[config.mk]
export PLATFORM = sky130hd
export DESIGN_NAME = pipeline_ctrl_flat
export DESIGN_NICKNAME = d
export VERILOG_FILES = /design/src/rtl/pipeline_ctrl_if.sv /design/src/rtl/pipeline_ctrl.sv /design/src/flat_wrapper.sv
export SDC_FILE = /design/constraint.sdc
export NUM_CORES = 1
export LEC_CHECK = 0
export ABC_CLOCK_PERIOD_IN_PS = 2300
export CORE_AREA = 2 2 81 98
export DETAILED_ROUTE_END_ITERATION = 6
export DIE_AREA = 0 0 83 100
export PLACE_DENSITY = 0.78
export SYNTH_ARGS = -nofsm -noshare
export SYNTH_HDL_FRONTEND = slang
export SYNTH_SLANG_ARGS = --single-unit
[constraint.sdc]
create_clock -name clk -period 2.3 [get_ports clk]
set_clock_uncertainty 0.1 [all_clocks]
set_input_delay 0.345 -clock clk [delete_from_list [all_inputs] [get_ports clk]]
set_output_delay 0.345 -clock clk [all_outputs]
set_load 0.005 [all_outputs]
[src/rtl/pipeline_ctrl_if.sv]
// Purpose: bundles the stage stall requests, exception inputs and control outputs of pipeline_ctrl.
// Latency: none; the interface holds wires and variables only.
// Backpressure: none; stall requests are level signals and are sampled every cycle.
interface pipeline_ctrl_if;
  logic        stallreq_if;   // fetch waiting on instruction bus
  logic        stallreq_id;   // decode load-use hazard
  logic        stallreq_ex;   // execute multi-cycle op busy
  logic        stallreq_mem;  // memory waiting on data bus
  logic [31:0] excepttype;    // 0 = none, 32'h0E = eret
  logic [31:0] cp0_epc;       // forwarded EPC
  logic        inst_busy;     // instruction-bus transaction in flight
  logic [5:0]  stall;         // per-stage hold, bit0 = pc ... bit5 = wb
  logic        flush;         // clear all pipeline registers
  logic [31:0] new_pc;        // redirect target while flush = 1
  logic        busy;          // controller handling an exception

  // Pipeline side: drives requests, consumes stall/flush/redirect
  modport master (
    output stallreq_if, stallreq_id, stallreq_ex, stallreq_mem,
    output excepttype, cp0_epc, inst_busy,
    input  stall, flush, new_pc, busy
  );

  // Controller side
  modport slave (
    input  stallreq_if, stallreq_id, stallreq_ex, stallreq_mem,
    input  excepttype, cp0_epc, inst_busy,
    output stall, flush, new_pc, busy
  );
endinterface

[src/rtl/pipeline_ctrl.sv]
// Purpose: pipeline hazard stall generation plus exception drain/flush/redirect sequencing.
// Latency: stall is combinational in RUN; flush follows one cycle after detection, or one cycle after inst_busy drops.
// Backpressure: an outstanding instruction-bus transaction holds the whole pipe in DRAIN until it completes.
module pipeline_ctrl #(
  parameter logic [31:0] EXC_VECTOR = 32'hBFC00380
) (
  input  logic          clk,
  input  logic          rst,
  pipeline_ctrl_if.slave bus
);

  localparam logic [31:0] EXC_ERET = 32'h0000000E;

  typedef enum logic [1:0] {
    RUN   = 2'd0,
    DRAIN = 2'd1,
    FLUSH = 2'd2
  } state_t;

  state_t      state;
  logic [31:0] target;      // redirect address captured at detection
  logic        flush_r;
  logic        busy_r;
  logic [31:0] new_pc_r;
  logic [5:0]  stall_c;
  logic        exc_hit;
  logic [31:0] exc_target;

  // An exception is only accepted while running; later ones are ignored
  assign exc_hit    = (state == RUN) && (bus.excepttype != 32'h0);
  // eret returns to the forwarded EPC, everything else enters the common vector
  assign exc_target = (bus.excepttype == EXC_ERET) ? bus.cp0_epc : EXC_VECTOR;

  // Stall mask: contiguous from the pc upward so the first free stage takes a bubble
  always_comb begin
    stall_c = 6'b000000;
    if (!rst) begin
      case (state)
        RUN: begin
          if (bus.excepttype != 32'h0)  stall_c = 6'b111111;
          else if (bus.stallreq_mem)    stall_c = 6'b011111;
          else if (bus.stallreq_ex)     stall_c = 6'b001111;
          else if (bus.stallreq_id)     stall_c = 6'b000111;
          else if (bus.stallreq_if)     stall_c = 6'b000011;
          else                          stall_c = 6'b000000;
        end
        DRAIN:   stall_c = 6'b111111;
        default: stall_c = 6'b000000;
      endcase
    end
  end

  // Exception sequencer: RUN -> (DRAIN while fetch in flight) -> FLUSH -> RUN
  always_ff @(posedge clk) begin
    if (rst) begin
      state    <= RUN;
      target   <= 32'h0;
      flush_r  <= 1'b0;
      busy_r   <= 1'b0;
      new_pc_r <= 32'h0;
    end else begin
      case (state)
        RUN: begin
          if (exc_hit) begin
            target <= exc_target;
            busy_r <= 1'b1;
            if (bus.inst_busy) begin
              // Cannot abort the fetch; wait for it before redirecting
              state <= DRAIN;
            end else begin
              state    <= FLUSH;
              flush_r  <= 1'b1;
              new_pc_r <= exc_target;
            end
          end
        end
        DRAIN: begin
          if (!bus.inst_busy) begin
            state    <= FLUSH;
            flush_r  <= 1'b1;
            new_pc_r <= target;
          end
        end
        FLUSH: begin
          // Single-cycle flush; redirect address is hidden again afterwards
          state    <= RUN;
          flush_r  <= 1'b0;
          new_pc_r <= 32'h0;
          busy_r   <= 1'b0;
        end
        default: begin
          state    <= RUN;
          flush_r  <= 1'b0;
          new_pc_r <= 32'h0;
          busy_r   <= 1'b0;
        end
      endcase
    end
  end

  assign bus.stall  = stall_c;
  assign bus.flush  = flush_r;
  assign bus.new_pc = new_pc_r;
  assign bus.busy   = busy_r;

endmodule

[src/flat_wrapper.sv]
// flat-port wrapper written by rule: the top's interface ports become plain ports
module pipeline_ctrl_flat 
#(
  parameter logic [31:0] EXC_VECTOR = 32'hBFC00380
)
  (clk, rst, bus_stallreq_if, bus_stallreq_id, bus_stallreq_ex, bus_stallreq_mem, bus_excepttype, bus_cp0_epc, bus_inst_busy, bus_stall, bus_flush, bus_new_pc, bus_busy);
  pipeline_ctrl_if bus_i ();
  input  logic clk;
  input  logic rst;
  input wire logic [$bits(bus_i.stallreq_if)-1:0] bus_stallreq_if;
  input wire logic [$bits(bus_i.stallreq_id)-1:0] bus_stallreq_id;
  input wire logic [$bits(bus_i.stallreq_ex)-1:0] bus_stallreq_ex;
  input wire logic [$bits(bus_i.stallreq_mem)-1:0] bus_stallreq_mem;
  input wire logic [$bits(bus_i.excepttype)-1:0] bus_excepttype;
  input wire logic [$bits(bus_i.cp0_epc)-1:0] bus_cp0_epc;
  input wire logic [$bits(bus_i.inst_busy)-1:0] bus_inst_busy;
  output wire logic [$bits(bus_i.stall)-1:0] bus_stall;
  output wire logic [$bits(bus_i.flush)-1:0] bus_flush;
  output wire logic [$bits(bus_i.new_pc)-1:0] bus_new_pc;
  output wire logic [$bits(bus_i.busy)-1:0] bus_busy;
  assign bus_i.stallreq_if = bus_stallreq_if;
  assign bus_i.stallreq_id = bus_stallreq_id;
  assign bus_i.stallreq_ex = bus_stallreq_ex;
  assign bus_i.stallreq_mem = bus_stallreq_mem;
  assign bus_i.excepttype = bus_excepttype;
  assign bus_i.cp0_epc = bus_cp0_epc;
  assign bus_i.inst_busy = bus_inst_busy;
  assign bus_stall = bus_i.stall;
  assign bus_flush = bus_i.flush;
  assign bus_new_pc = bus_i.new_pc;
  assign bus_busy = bus_i.busy;
  pipeline_ctrl #(.EXC_VECTOR(EXC_VECTOR)) u_core (.clk(clk), .rst(rst), .bus(bus_i));
endmodule
## Yosys cells after proc, flatten, opt, wreduce, memory -nomap -nowiden

Cells that the tools add are included.

| storage, ports and cells | value |
|---|---|
| bits in registers | 68 |
| bits of input ports | 71 |
| output and inout bits | 40 |
| logic and storage cells | 39 |

| operators by class | value |
|---|---|
| equality and inequality tests | 5 |
| mux-type cells | 21 |
| bitwise logic cells | 1 |
| reduce and logical (&&, ||, !) cells | 7 |

Operator list:

| operator | count |
|---|---|
| $mux 32 | 4 |
| $pmux 32 s2 | 1 |
| $eq 32x4->1 const B | 1 |
| $reduce_bool 32->1 | 1 |
| $mux 6 | 5 |
| $pmux 6 s2 | 1 |
| $mux 2 | 4 |
| $reduce_and 2->1 | 3 |
| $ne 2x2->1 const B | 2 |
| $pmux 1 s2 | 2 |
| $pmux 2 s2 | 1 |
| $mux 1 | 3 |
| $reduce_and 3->1 | 1 |
| $eq 2x1->1 const B | 1 |
| $logic_not 2->1 | 1 |
| $ne 2x1->1 const B | 1 |
| $logic_and 1x1->1 | 1 |
| $not 1->1 | 1 |

## Depth between registers and ports, before layout

| logic depth | value |
|---|---|
| depth in word-level cells | 7 |
| gate-level depth with buffers | 7 |
| depth with buffers taken out | 5 |

## Worst setup path after synthesis

No wires, ideal clock.

| timing path | value |
|---|---|
| path kind | in2out |
| start point | in bus_excepttype[1] |
| end point | out bus_stall[1] |
| arrival | 1.795 ns |
| data required time | 1.855 ns |
| slack | 0.060 ns |
| cell stages on the path | 6 |
| buffers on the path | 2 |
| cells stage by stage | or3_1 > clkbuf_1 > nor4_1 > nor2b_1 > a21oi_1 > buf_4 |

| between the ends | value |
|---|---|
| cells in the longest elaborated chain, start to end | 4 |

RTL lines:

| element | line | RTL |
|---|---|---|
| start, declared | flat_wrapper.sv:14 | `input wire logic [$bits(bus_i.excepttype)-1:0] bus_excepttype;` |
| $reduce_bool 32->1 | pipeline_ctrl.sv:40 | `if (bus.excepttype != 32'h0) stall_c = 6'b111111;` |
| $mux 6 | pipeline_ctrl.sv:40 |  |
| $pmux 6 s2 | pipeline_ctrl.sv:38 | `case (state)` |
| $mux 6 | pipeline_ctrl.sv:37 | `if (!rst) begin` |
| end, declared | flat_wrapper.sv:17 | `output wire logic [$bits(bus_i.stall)-1:0] bus_stall;` |

No other way between the ends.

## Worst setup path in the final report

| timing path | value |
|---|---|
| start point | in bus_excepttype[8] |
| end point | out bus_stall[1] |

The elaborated chain is that of the path after synthesis.

==> results.md <==
* Synthesized cell area at 3220 sq um
* Seq cells post-synth at 68
* Vias post-DR at 3244
* Placed cells at 564
* Cell Chain, Critical Path: dlygate4sd2_1 -> nor4_4 -> nand4_4 -> nor4_4 -> buf_4 -> nor2b_4 -> a21oi_2 -> buf_2
* Final wirelength at 9130 microns
* Number of global-route vias before repair at 3305
* Die Area at 8300 sq um
* Non-Filler Instances at 595
* Crit path top cell by count: nor4_4
* Seq pwr share at 0.441
* Layout cells sized above 1 at 0.219
* Yosys warning total at 0
* Cell area after layout at 4880 sq um
* Cell Pwr Density at 590 nW/um^2
* Comb power frac at 0.177
* Area Growth Syn to Fin at 51.6%
* CTS Buf Count at 9
* Slew @ Worst Pin at 683 ps
* Sequential fraction of the synthesis area at 0.423
* Delay-heaviest family, CP: simple AND/OR/NAND/NOR gates
* Slew Limit Fails at 0
* Post-Syn Nets at 442
* Startpoint Class: input port
* # DRC at 0
* Layout net count at 569
* Initial Utilization at 0.430
* Worst vdd ir at 0.359 mV
* CTS tree: done
* Final hold slack at 368 ps
* Flop-to-flop setup slack at 190 ps
* Largest net degree at the start of global routing at 67
* Sink Count at 68
* Lkg Pwr at 0.00202 uW
* Status: finished clean
* Most area-consuming cells after synthesis: dfxtp_1 (42%), nand3b_1 (7.5%), nor2_1 (6.8%)
* Worst-path clk slew at 80 ps
* Final setup TNS at 0 ps
* Die height at 100 microns
* Relative slew margins at 0.545
* Global Route Usage Sum at 0.219
* Minimum clock period at 2250 ps
* Fraction of registers with async set/reset at 0
* CTS HTree Levels at 3
* DP Area at 4510 sq um
* Area share of the largest cell type after synthesis at 0.423
* Avg Inst Size Synth at 8.68 sq um
* Final worst-path setup slack at 51.6 ps
* Largest area contributor in the netlist: dfxtp_1
* Dpl ws at -616 ps
* Vias per Instance at 5.45
* Internal Power at 2130 uW
* Root Driver: clkbuf_8
* Clock power frac at 0.382
* Post-Syn Instances at 371
* Endpoints failing hold at 0
* Core area at 7490 sq um
* First-pass DRT Iterations at 5
* First DRT Iteration DRCs at 147
* Post-synth top cells: dfxtp_1 (68), nor2_1 (58), nand3b_1 (32)
* Max-Cap Viols at 0
* Crit path DAT at 1800 ps
* Avg WL per Cell at 15.4 microns
* Width of the chip at 83 microns
* Yosys cell types at 34
* Hold WC Path Type: reg2reg
* Largest stage delay on the critical path at 350 ps
* Count leader, synth: dfxtp_1
* Setup Viol. Count Final at 0
* Routability cong. at 0.791
* Switch share at 0.260
* Ports at 111
* Cell Rows at 35
* Fin crit share at 0.978
* Post-synth EDFFs at 0
* GRT overflow at 0
* Clock buffer depth at 2
* Number of diodes at 0
* Post-route ant nets at 0
* WS Path Type: in2out
* Synth Flop Type: dfxtp_1
* Post-detail-place hpwl at 5980 microns
* First-pass GRT wire length at 14900 microns
* Max Freq at 0.445 GHz
* Hold Buf Count CTS at 0
* Crit-path slowest cell: nor4_4
* Antenna violations before repair at 0
* Clock Latency Late Sink at 340 ps
* WP data required at 1860 ps
* CP max FO at 3
* CP Capture Type: primary output
* CP bufs+invs at 3
* Port buffer count at 110
* Sw Pwr at 750 uW
-- flip-flops by register name, indices dropped and copies added (netlist names) --
name / count
u_core.bus.new_pc: 32
u_core.bus.flush: 1
u_core.state: 2
u_core.target: 32
u_core.bus.busy: 1
-- logic make-up (layout without fill, tap and decap cells) --
group,after synthesis,after routing,synth area share
DFF,68,68,0.423
buffers and inverters,48,180,0.0633
and+or+nand+nor,179,179,0.345
AOI/OAI and AO/OA,76,76,0.169
-- through the flow --
step / util / total power, uW
2_1_floorplan: - / 1500
6_report: 0.652 / 2880
3_3_place_gp: 0.603 / 1790
5_1_grt: 0.652 / 3010
3_5_place_dp: 0.603 / 1800
4_1_cts: 0.641 / 2900
-- worst reg2reg max path, delay by kind of cell, from the launching register on --
kind / cells / cell delay [ps]
compound gates: 2 / 490
buf+inv: 2 / 470
flops: 1 / 340
simple gates: 2 / 620
-- layout by cell type (no fill, tap or decap), types with 2 or more instances in the layout --
master,n
o21ai_1,5
a211oi_1,11
buf_6,2
clkbuf_8,9
nor3_1,2
nand3b_1,32
o31ai_1,9
a21oi_1,15
dlygate4sd2_1,15
nor4_2,16
clkdlybuf4s15_1,4
buf_4,38
o31ai_2,3
buf_2,6
clkdlybuf4s50_1,73
nand4_4,2
nand3_1,22
inv_6,2
nor2_1,57
nor4_1,6
or2_2,2
nor4_4,7
a21oi_2,2
clkbuf_2,8
and4_1,2
nand2b_1,2
a221oi_1,20
inv_1,13
o21ai_0,7
bufinv_16,2
nand2_1,20
dlymetal6s2s_1,4
dfxtp_1,68
-- power by group through the flow --
| stage | logic [uW] | registers (uW) | clock network [uW] |
|---|---|---|---|
| 2_1_floorplan | 205 | 1300 | 0 |
| 3_3_place_gp | 498 | 1300 | 0 |
| 3_5_place_dp | 505 | 1300 | 0 |
| 4_1_cts | 499 | 1270 | 1130 |
| 5_1_grt | 555 | 1280 | 1170 |
| 6_report | 511 | 1270 | 1100 |
-- routing by layer --
metal	global-route usage	vias to the layer above	wire [microns]
met5	0	-	0
met4	0.0769	0	147
met3	0.0444	13	468
met2	0.396	109	4790
met1	0.257	1523	3730
li1	-	1599	-
-- cell type report --
cell class / instances / area (sq um)
clock buffer: 9 / 124
tap: 92 / 115
multi-input combinational: 255 / 1790
timing repair buffer: 151 / 1350
sequential: 68 / 1360
inverter: 13 / 48.8
clock inverter: 7 / 98.8
fill: 613 / 2600
-- worst paths after layout --
| path | to | cells past startpoint | startpoint |
|---|---|---|---|
| max | bus_stall[1] | 8 | bus_excepttype[8] |
| min | u_core.target[26] | 2 | u_core.target[26] |
| max reg2reg | u_core.bus.new_pc[15] | 6 | u_core.state[0] |
| min reg2reg | u_core.target[26] | 2 | u_core.target[26] |
-- repair_timing --
item / 4_1_cts / 5_1_grt
endpoints found under the setup margin: 13 / 49
pin swaps: 12 / 13
cloned: 0 / 1
gates resized for setup: 57 / 37
endpoints found under the hold margin: 0 / 0
buffers inserted: 11 / 3
No activity file was read; power rests on OpenSTA's default activity.
